File: src/rtl/axa_undo_pkg.sv
// Shared definitions for the AXA undo stack (push side in the ALU stage and
// the rollback reader).
//   - Entry layout: [21:20] kind, [19:16] register, [15:0] saved value.
//   - Kind encodings: REG restores a register, LAND marks the rollback target.
//   - Rollback FSM state encodings.
package axa_undo_pkg;

  localparam int unsigned ENTRY_W  = 22;
  localparam int unsigned KIND_W   = 2;
  localparam int unsigned REG_W    = 4;
  localparam int unsigned VAL_W    = 16;
  localparam int unsigned KIND_LSB = 20;
  localparam int unsigned REG_LSB  = 16;
  localparam int unsigned VAL_LSB  = 0;

  // 2'b10 and 2'b11 are invalid kinds and are not named here.
  typedef enum logic [KIND_W-1:0] {
    KIND_REG  = 2'b00,
    KIND_LAND = 2'b01
  } kind_e;

  typedef struct packed {
    logic [KIND_W-1:0] kind;
    logic [REG_W-1:0]  rf_reg;
    logic [VAL_W-1:0]  value;
  } entry_t;

  typedef enum logic [2:0] {
    ST_IDLE,
    ST_POP,
    ST_WAIT,
    ST_WRITE,
    ST_FINISH,
    ST_FAULT
  } state_e;

endpackage

File: src/rtl/axa_undo_rollback.sv
// Rollback engine: reader side of the undo stack.
// Pops entries through a req/valid handshake, replays each saved REG value
// into the register file and stops at the first LAND marker, whose value is
// loaded into the fetch PC.
// Ports:
//   clk, reset        clock, asynchronous active-high reset
//   rb_start          rollback request (sampled only in IDLE)
//   stack_empty       undo stack holds no entries
//   pop_valid/pop_data popped entry from the stack
//   pop_req           pop request (combinational from state)
//   busy              rollback in progress (combinational from state)
//   rf_we/rf_addr/rf_data register-file restore port
//   pc_we/pc_out      fetch PC load
//   done              one-cycle completion pulse
//   fault             sticky error flag, held until reset
//   rb_count          REG entries restored in the last/current rollback
module axa_undo_rollback
  import axa_undo_pkg::*;
#(
  parameter int unsigned TIMEOUT = 255,
  parameter int unsigned DEPTH   = 16
) (
  input  logic               clk,
  input  logic               reset,
  input  logic               rb_start,
  input  logic               stack_empty,
  input  logic               pop_valid,
  input  logic [ENTRY_W-1:0] pop_data,
  output logic               pop_req,
  output logic               busy,
  output logic               rf_we,
  output logic [REG_W-1:0]   rf_addr,
  output logic [VAL_W-1:0]   rf_data,
  output logic               pc_we,
  output logic [VAL_W-1:0]   pc_out,
  output logic               done,
  output logic               fault,
  output logic [4:0]         rb_count
);

  localparam logic [7:0] WAIT_LAST = 8'(TIMEOUT - 1);
  localparam logic [4:0] COUNT_MAX = 5'(DEPTH);

  state_e     state_q, state_d;
  logic [7:0] wait_cnt;
  entry_t     ent;
  logic       timeout_hit;

  assign ent         = entry_t'(pop_data);
  assign timeout_hit = (wait_cnt == WAIT_LAST);

  assign pop_req = (state_q == ST_POP) && !stack_empty;
  assign busy    = (state_q != ST_IDLE) && (state_q != ST_FAULT);

  always_comb begin
    state_d = state_q;
    case (state_q)
      ST_IDLE:   if (rb_start) state_d = ST_POP;
      ST_POP:    state_d = stack_empty ? ST_FAULT : ST_WAIT;
      ST_WAIT: begin
        if (pop_valid) begin
          if (ent.kind == KIND_REG)       state_d = ST_WRITE;
          else if (ent.kind == KIND_LAND) state_d = ST_FINISH;
          else                            state_d = ST_FAULT;
        end else if (timeout_hit) begin
          state_d = ST_FAULT;
        end
      end
      ST_WRITE:  state_d = ST_POP;
      ST_FINISH: state_d = ST_IDLE;
      ST_FAULT:  state_d = ST_FAULT;
      default:   state_d = ST_IDLE;
    endcase
  end

  // Strobes are registered from the next state so they are high exactly
  // while the FSM sits in WRITE / FINISH / FAULT.
  always_ff @(posedge clk or posedge reset) begin
    if (reset) begin
      state_q  <= ST_IDLE;
      wait_cnt <= '0;
      rf_we    <= 1'b0;
      rf_addr  <= '0;
      rf_data  <= '0;
      pc_we    <= 1'b0;
      pc_out   <= '0;
      done     <= 1'b0;
      fault    <= 1'b0;
      rb_count <= '0;
    end else begin
      state_q <= state_d;
      rf_we   <= (state_d == ST_WRITE);
      pc_we   <= (state_d == ST_FINISH);
      done    <= (state_d == ST_FINISH);
      if (state_d == ST_FAULT) fault <= 1'b1;

      if (state_q == ST_POP)
        wait_cnt <= '0;
      else if (state_q == ST_WAIT && !pop_valid)
        wait_cnt <= wait_cnt + 8'd1;

      if (state_q == ST_WAIT && pop_valid) begin
        if (ent.kind == KIND_REG) begin
          rf_addr <= ent.rf_reg;
          rf_data <= ent.value;
        end else if (ent.kind == KIND_LAND) begin
          pc_out <= ent.value;
        end
      end

      if (state_q == ST_IDLE && rb_start)
        rb_count <= '0;
      else if (state_q == ST_WRITE && rb_count != COUNT_MAX)
        rb_count <= rb_count + 5'd1;
    end
  end

endmodule

File: config.mk
export PLATFORM = sky130hd
export DESIGN_NAME = axa_undo_rollback
export DESIGN_NICKNAME = d
export VERILOG_FILES = /design/src/rtl/axa_undo_pkg.sv /design/src/rtl/axa_undo_rollback.sv
export SDC_FILE = /design/constraint.sdc
export NUM_CORES = 1
export LEC_CHECK = 0
export ABC_CLOCK_PERIOD_IN_PS = 2200
export BUFFER_PORTS_ARGS = -buffer_cell sky130_fd_sc_hd__clkbuf_2
export CAP_MARGIN = 20
export CORE_MARGIN = 2
export CORE_UTILIZATION = 40
export DETAILED_ROUTE_END_ITERATION = 10
export SETUP_SLACK_MARGIN = 0.2
export SLEW_MARGIN = 10
export SYNTH_ARGS = -nofsm -noshare
export SYNTH_HDL_FRONTEND = slang
export SYNTH_SLANG_ARGS = --single-unit
File: constraint.sdc
create_clock -name clk -period 2.2 [get_ports clk]
set_clock_uncertainty 0.1 [all_clocks]
set_input_delay 0 -clock clk [delete_from_list [all_inputs] [get_ports clk]]
set_output_delay 0 -clock clk [all_outputs]
set_load 0.05 [all_outputs]
==> impl_metrics.env, run 1 <==
export IMPL_cts_root_buffer="clkbuf_8"
export IMPL_antenna_cells=0
export IMPL_n_fill_cell=516
export IMPL_synth_compound_area_share_pct=3.962
export IMPL_arrival_ns=2.02
export IMPL_viasPerCell=4.791
export IMPL_grt_max_degree=26
export IMPL_cts_buffer_depth=2
export IMPL_clock_fmax_mhz=532.7
export IMPL_ys_warnings_count=0
export IMPL_worstSetupEndpointType="register"
export IMPL_clkTransAtPathRegs_ns=0.10
export IMPL_ys_async_sr_fraction_pct=100.0
export IMPL_ir_drop_v=0.0008604
export IMPL_sw_frac_of_total_pct=50.81
export IMPL_fp_coreArea_sq_mm=0.005851
export IMPL_ys_top_cells_by_area="dfrtp_1 (57%), mux2_2 (17%), nor2_1 (2.3%)"
export IMPL_drt_wl_total_mm=5.056
export IMPL_rows=28
export IMPL_numCtsBuffers=5
export IMPL_seqPwrFrac_pct=35.2
export IMPL_nNetsFinal=318
export IMPL_initial_utilization_pct=41.02
export IMPL_synth_simple_gate_area_share_pct=13.03
export IMPL_syn_area_sq_mm=0.002400
export IMPL_synth_top_family_by_area="multiplexers"
export IMPL_cts_resized=0
export IMPL_power_density_mw_per_mm2=1447
export IMPL_yosysMostFrequentCell="dfrtp_1"
export IMPL_dieWidth_microns=81.46
export IMPL_required_ns=2.34
export IMPL_drc=0
export IMPL_h_tree_depth=2
export IMPL_drtAntennaViolNets=0
export IMPL_globalRouteOverflowTotal=0
export IMPL_p_leak_nw=1.667
export IMPL_cts_sinks=55
export IMPL_io_buffers=73
export IMPL_drv_slew=0
export IMPL_finalSetupTns_ns=0
export IMPL_intPower_w=0.002273
export IMPL_antenna_found_initial=0
export IMPL_combPwrFrac_pct=52.0
export IMPL_rsz0062_at_grt="false"
export IMPL_p_sw_w=0.002348
export IMPL_synth_seq_area_share_pct=57.35
export IMPL_synth_mux_area_share_pct=16.89
export IMPL_cap_violations=0
export IMPL_clockPowerShare_pct=12.8
export IMPL_die_area_sq_mm=0.006635
export IMPL_final_area_sq_mm=0.003193
export IMPL_clk_latency_ns=0.31
export IMPL_dp_hpwl_mm=3.559
export IMPL_hold_viol=0
export IMPL_hold_class="in -> async"
export IMPL_critPathKind="reg -> reg"
export IMPL_avgSynthCellArea_sq_um=12.97
export IMPL_drive_gt1_share_pct=44.79
export IMPL_start_kind="register"
export IMPL_yosysTopAreaCellShare_pct=57.35
export IMPL_vias=1739
export IMPL_yosysTopAreaCell="dfrtp_1"
export IMPL_grt_pass1_vias=1663
export IMPL_synthAdderAreaFrac_pct=2.086
export IMPL_pin_count=74
export IMPL_grt_first_pass_wirelength_mm=7.976
export IMPL_syn_nets=216
export IMPL_syn_inst=185
export IMPL_dpl_cell_area_sq_mm=0.002882
export IMPL_wl_per_cell_microns=13.93
export IMPL_first_pass_iters=4
export IMPL_synth_xor_area_share_pct=3.650
export IMPL_synth_edf_count=0
export IMPL_cp_max_fo=10
export IMPL_drt_initial_drc_count=68
export IMPL_holdBufCountCts=22
export IMPL_area_growth_pct=33.06
export IMPL_worstMarginPinSlew_ns=0.6587
export IMPL_grt_usage_pct=15.63
export IMPL_setup_violations=0
export IMPL_timing_final_crit_share_pct=85.32
export IMPL_place_gp_congestion=0.8074
export IMPL_cts_tree="done"
export IMPL_ys_seq_elements=55
export IMPL_synthFlopType="dfrtp_1"
export IMPL_yosysUniqueCellTypes=37
export IMPL_max_slew_margin_pct=55.99
export IMPL_yosys_top_cells_count="dfrtp_1 (55), mux2_2 (36), nor2_1 (15)"
export IMPL_period_needed_ns=1.877
export IMPL_fp_dieH_microns=81.46
export IMPL_postCtsSetupRepairBufs=0
export IMPL_status="complete, no violations"
-- path summary, 6_finish.rpt --
kind / startpoint / end / slack, ns / depth (start not counted)
min in group clk: pop_data[20] / rf_we / 0.07 / 4
worst max-delay path: state_q[0] / fault / 0.32 / 4
worst min register to register: rf_data[8] / rf_data[8] / 0.41 / 1
worst min-delay path: reset / rb_count[4] / 0.01 / 3
max in group asynchronous: reset / state_q[0] / 1.42 / 4
worst max register to register: state_q[0] / fault / 0.32 / 4
-- power groups by stage --
stage / Sequential, W / Combinational (W) / Clock (W)
after floorplan: 0.00277 / 0.000697 / 0
after detailed placement: 0.00165 / 0.00239 / 0
after global placement: 0.00164 / 0.00236 / 0
final: 0.00163 / 0.00240 / 0.000591
after global routing: 0.00169 / 0.00254 / 0.000653
after CTS: 0.00163 / 0.00242 / 0.000609
-- kinds of logic (layout without fill, tap and decap cells) --
family                     after synthesis  in the layout
muxes                                   36             36
AOI/OAI and AO/OA                       13             13
DFF                                     55             55
adders and majority gates                4              4
buffers and inverters                   15            118
and+or+nand+nor                         52             52
xor gates and xnor gates                10             10
-- registers in the layout, indices dropped and copies added (netlist names) --
| name | cells |
|---|---|
| pc_out | 16 |
| rf_data | 16 |
| wait_cnt | 8 |
| rb_count | 5 |
| rf_addr | 4 |
| state_q | 3 |
| done | 1 |
| fault | 1 |
| rf_we | 1 |
-- placed cells by master (no fill, tap or decap), drive strengths merged, types with 4 or more instances in the layout --
cell type    instances
xor2                 5
clkbuf              78
mux2                36
nor3                 4
xnor2                5
nor2                16
nand3                4
nand2                9
dfrtp               55
inv                 10
ha                   4
nand2b               4
buf                  7
dlygate4sd3         22
-- worst max-delay path, stage by stage, from the launching register on --
cell	delay, ns
dfrtp_1	0.53
or4b_4	0.64
nor3_1	0.33
nor3_1	0.08
a21oi_1	0.15
-- layer usage --
layer / GRT usage (%) / up-vias / part of all wire [%]
li1: - / 844 / -
met1: 20.90 / 848 / 45
met2: 25.41 / 43 / 50
met3: 3.626 / 4 / 4.4
met4: 4.576 / 0 / 1.1
met5: 0 / - / 0
-- cell type report --
cell class              instances  area, sq um  share of cell area [%]
flip-flops and latches         55         1376                   43.10
multi-input cells             115        950.9                   29.78
repair buffers                102        650.6                   20.38
well taps                      75        93.84                   2.939
clock buffers                   5        68.82                   2.155
inverters                       8        30.03                  0.9404
clock inverters                 3        22.52                  0.7053
-- stage by stage --
stage	util [%]	cells	total power (W)	hold slack (ns)	setup slack [ns]
6_report	54.58	363	0.004621	0.01115	0.3229
5_1_grt	54.58	363	0.004878	0.01582	0.2076
4_1_cts	54.58	363	0.004664	0.01332	0.3186
3_5_place_dp	49.25	333	0.004041	-0.1995	0.3304
3_3_place_gp	49.25	333	0.004000	-0.1959	0.3969
2_1_floorplan	-	185	0.003467	0.05045	0.3539
No activity file was read; power rests on OpenSTA's default activity.
==> inputs of run 2 (changes only) <==
--- a/config.mk
+++ b/config.mk
@@ -5,12 +5,13 @@
 export SDC_FILE = /design/constraint.sdc
 export NUM_CORES = 1
 export LEC_CHECK = 0
-export ABC_CLOCK_PERIOD_IN_PS = 2200
+export ABC_CLOCK_PERIOD_IN_PS = 1800
 export BUFFER_PORTS_ARGS = -buffer_cell sky130_fd_sc_hd__clkbuf_2
 export CAP_MARGIN = 20
 export CORE_MARGIN = 2
-export CORE_UTILIZATION = 40
+export CORE_UTILIZATION = 45
 export DETAILED_ROUTE_END_ITERATION = 10
+export PLACE_DENSITY = 0.72
 export SETUP_SLACK_MARGIN = 0.2
 export SLEW_MARGIN = 10
 export SYNTH_ARGS = -nofsm -noshare
==> constraint.sdc (replaced) <==
create_clock -name clk -period 1.8 [get_ports clk]
set_clock_uncertainty 0.1 [all_clocks]
set_input_delay 0 -clock clk [delete_from_list [all_inputs] [get_ports clk]]
set_output_delay 0 -clock clk [all_outputs]
set_load 0.05 [all_outputs]
==> run 2 against run 1 <==
Setup slack worse by 0.12 ns; first-iteration DRC count is 13% higher; maximum frequency is 17% higher; clock power is 22% higher; die area is 11% lower; critical path depth stayed put; global-route usage is 2.4 points higher; critical path type unchanged.
==> impl_metrics.env, run 2 (same netlist as run 1, synthesis figures left out) <==
export IMPL_wl_per_cell_microns=14.24
export IMPL_grt_pass1_vias=1767
export IMPL_r2r_start="state_q[0]"
export IMPL_clockPowerShare_pct=12.4
export IMPL_pin_count=74
export IMPL_power_density_mw_per_mm2=1737
export IMPL_timing_final_crit_share_pct=88.88
export IMPL_drv_slew=0
export IMPL_first_pass_iters=4
export IMPL_ir_drop_v=0.001172
export IMPL_vias=1806
export IMPL_drtAntennaViolNets=0
export IMPL_n_fill_cell=429
export IMPL_combPwrFrac_pct=54.0
export IMPL_grt_first_pass_wirelength_mm=8.411
export IMPL_sw_frac_of_total_pct=49.56
export IMPL_drt_initial_drc_count=77
export IMPL_arrival_ns=1.70
export IMPL_clkTransAtPathRegs_ns=0.09
export IMPL_dieWidth_microns=77.03
export IMPL_reg2reg_slack_ns=0.20
export IMPL_grt_max_degree=30
export IMPL_place_gp_congestion=0.8220
export IMPL_layout_commonest_cell="clkbuf_2"
export IMPL_cts_sinks=55
export IMPL_finalSetupTns_ns=0
export IMPL_start_kind="register"
export IMPL_cp_max_fo=4
export IMPL_rsz0062_at_grt="true"
export IMPL_h_tree_depth=2
export IMPL_cts_buffer_depth=2
export IMPL_nNetsFinal=330
export IMPL_worstSetupEndpointType="register"
export IMPL_rows=26
export IMPL_cts_tree="done"
export IMPL_hold_class="in -> reg"
export IMPL_io_buffers=73
export IMPL_regArea_sq_mm=0.001381
export IMPL_intPower_w=0.002942
export IMPL_crit_end="wait_cnt[7]"
export IMPL_clock_fmax_mhz=625.1
export IMPL_final_cell_mix="clkbuf_2 (72), dfrtp_1 (51), mux2_2 (36)"
export IMPL_dp_hpwl_mm=3.559
export IMPL_hold_ws_ns=0.04763
export IMPL_p_leak_nw=1.767
export IMPL_top_regs="pc_out x16, rf_data x16, wait_cnt x8"
export IMPL_seqPwrFrac_pct=33.7
export IMPL_viasPerCell=4.881
export IMPL_hold_viol=0
export IMPL_setup_slack_ns=0.2002
export IMPL_fp_dieH_microns=77.03
export IMPL_drt_wl_total_mm=5.270
export IMPL_reg2regPathDepth=4
export IMPL_preCtsSetupSlack_ns=0.1491
export IMPL_die_area_sq_mm=0.005933
export IMPL_drc=0
export IMPL_rr_endpoint="wait_cnt[7]"
export IMPL_multiInputGateArea_sq_mm=0.001005
export IMPL_clk_latency_ns=0.31
export IMPL_cts_root_buffer="clkbuf_8"
export IMPL_max_slew_margin_pct=60.47
export IMPL_period_needed_ns=1.600
export IMPL_grt_usage_pct=17.99
export IMPL_critPathKind="reg -> reg"
export IMPL_worstMarginPinSlew_ns=0.5920
export IMPL_globalRouteOverflowTotal=0
export IMPL_initial_utilization_pct=46.69
export IMPL_power_w=0.005833
export IMPL_required_ns=1.90
export IMPL_area_growth_pct=39.89
export IMPL_antenna_cells=0
export IMPL_cap_violations=0
export IMPL_antenna_found_initial=0
export IMPL_setup_violations=0
export IMPL_p_sw_w=0.002891
export IMPL_fp_coreArea_sq_mm=0.005140
export IMPL_setup_worst_path_start="state_q[0]"
export IMPL_numCtsBuffers=5
export IMPL_drive_gt1_share_pct=50.67
export IMPL_status="complete, no violations"
-- run 2: cell count changes in the layout (fill, tap and decap cells not counted), sizes merged --
cell and delta:
buf +13, clkinvlp +1, inv -2
-- run 2: how the worst min path moves through the flow --
stage,from,slack [ns],depth (start not counted),end
floorplan,stack_empty,0.001,1,pop_req
global placement,reset,-0.01,2,rf_we
detailed placement,reset,-0.01,2,rf_we
CTS,pop_valid,0.03,5,wait_cnt[6]
global route,pop_valid,0.07,5,wait_cnt[6]
finish,pop_data[21],0.05,4,state_q[0]
-- run 2: worst max-delay path, stage by stage, from the launching register on --
cell and delay [ns]:
dfrtp_1 0.41, or4b_4 0.60, nor4_4 0.17, xnor2_1 0.17, nor2_2 0.05
-- run 2: per-layer routing --
metal  vias up  routed length (microns)  GRT usage (%)
li1        870                        -              -
met1       887                     2144          21.45
met4         0                       45          5.357
met3         4                      204          5.059
met2        45                     2875          31.67
met5         -                        0              0
-- run 2: power groups by stage --
| stage | registers, W | clock network (W) | logic, W |
|---|---|---|---|
| after floorplan | 0.00339 | 0 | 0.000861 |
| after global placement | 0.00196 | 0 | 0.00298 |
| after detailed placement | 0.00199 | 0 | 0.00302 |
| after CTS | 0.00196 | 0.000744 | 0.00308 |
| after global routing | 0.00202 | 0.000801 | 0.00330 |
| final | 0.00196 | 0.000723 | 0.00315 |
-- run 2: layout make-up --
cell class | count | area share [%]
sequential | 55 | 41.15
tap | 70 | 2.609
clock inverter | 2 | 0.4845
multi-input combinational | 115 | 29.93
inverter | 8 | 0.8945
clock buffer | 6 | 2.460
timing repair buffer | 114 | 22.47
-- run 2: what timing repair did --
item	CTS	global route
buffers inserted	1	6
hold buffers	22	0
gates resized for setup	3	9
setup endpoints to repair	9	41
hold endpoints to repair	63	0
pin swaps	1	5
-- run 2: metrics by stage --
| step | cell area [sq um] | utilization [%] | std cells |
|---|---|---|---|
| detailed placement | 2932 | 57.04 | 333 |
| global placement | 2932 | 57.04 | 333 |
| CTS | 3268 | 63.58 | 364 |
| floorplan | 2427 | - | 185 |
| finish | 3357 | 65.31 | 370 |
| global route | 3357 | 65.31 | 370 |
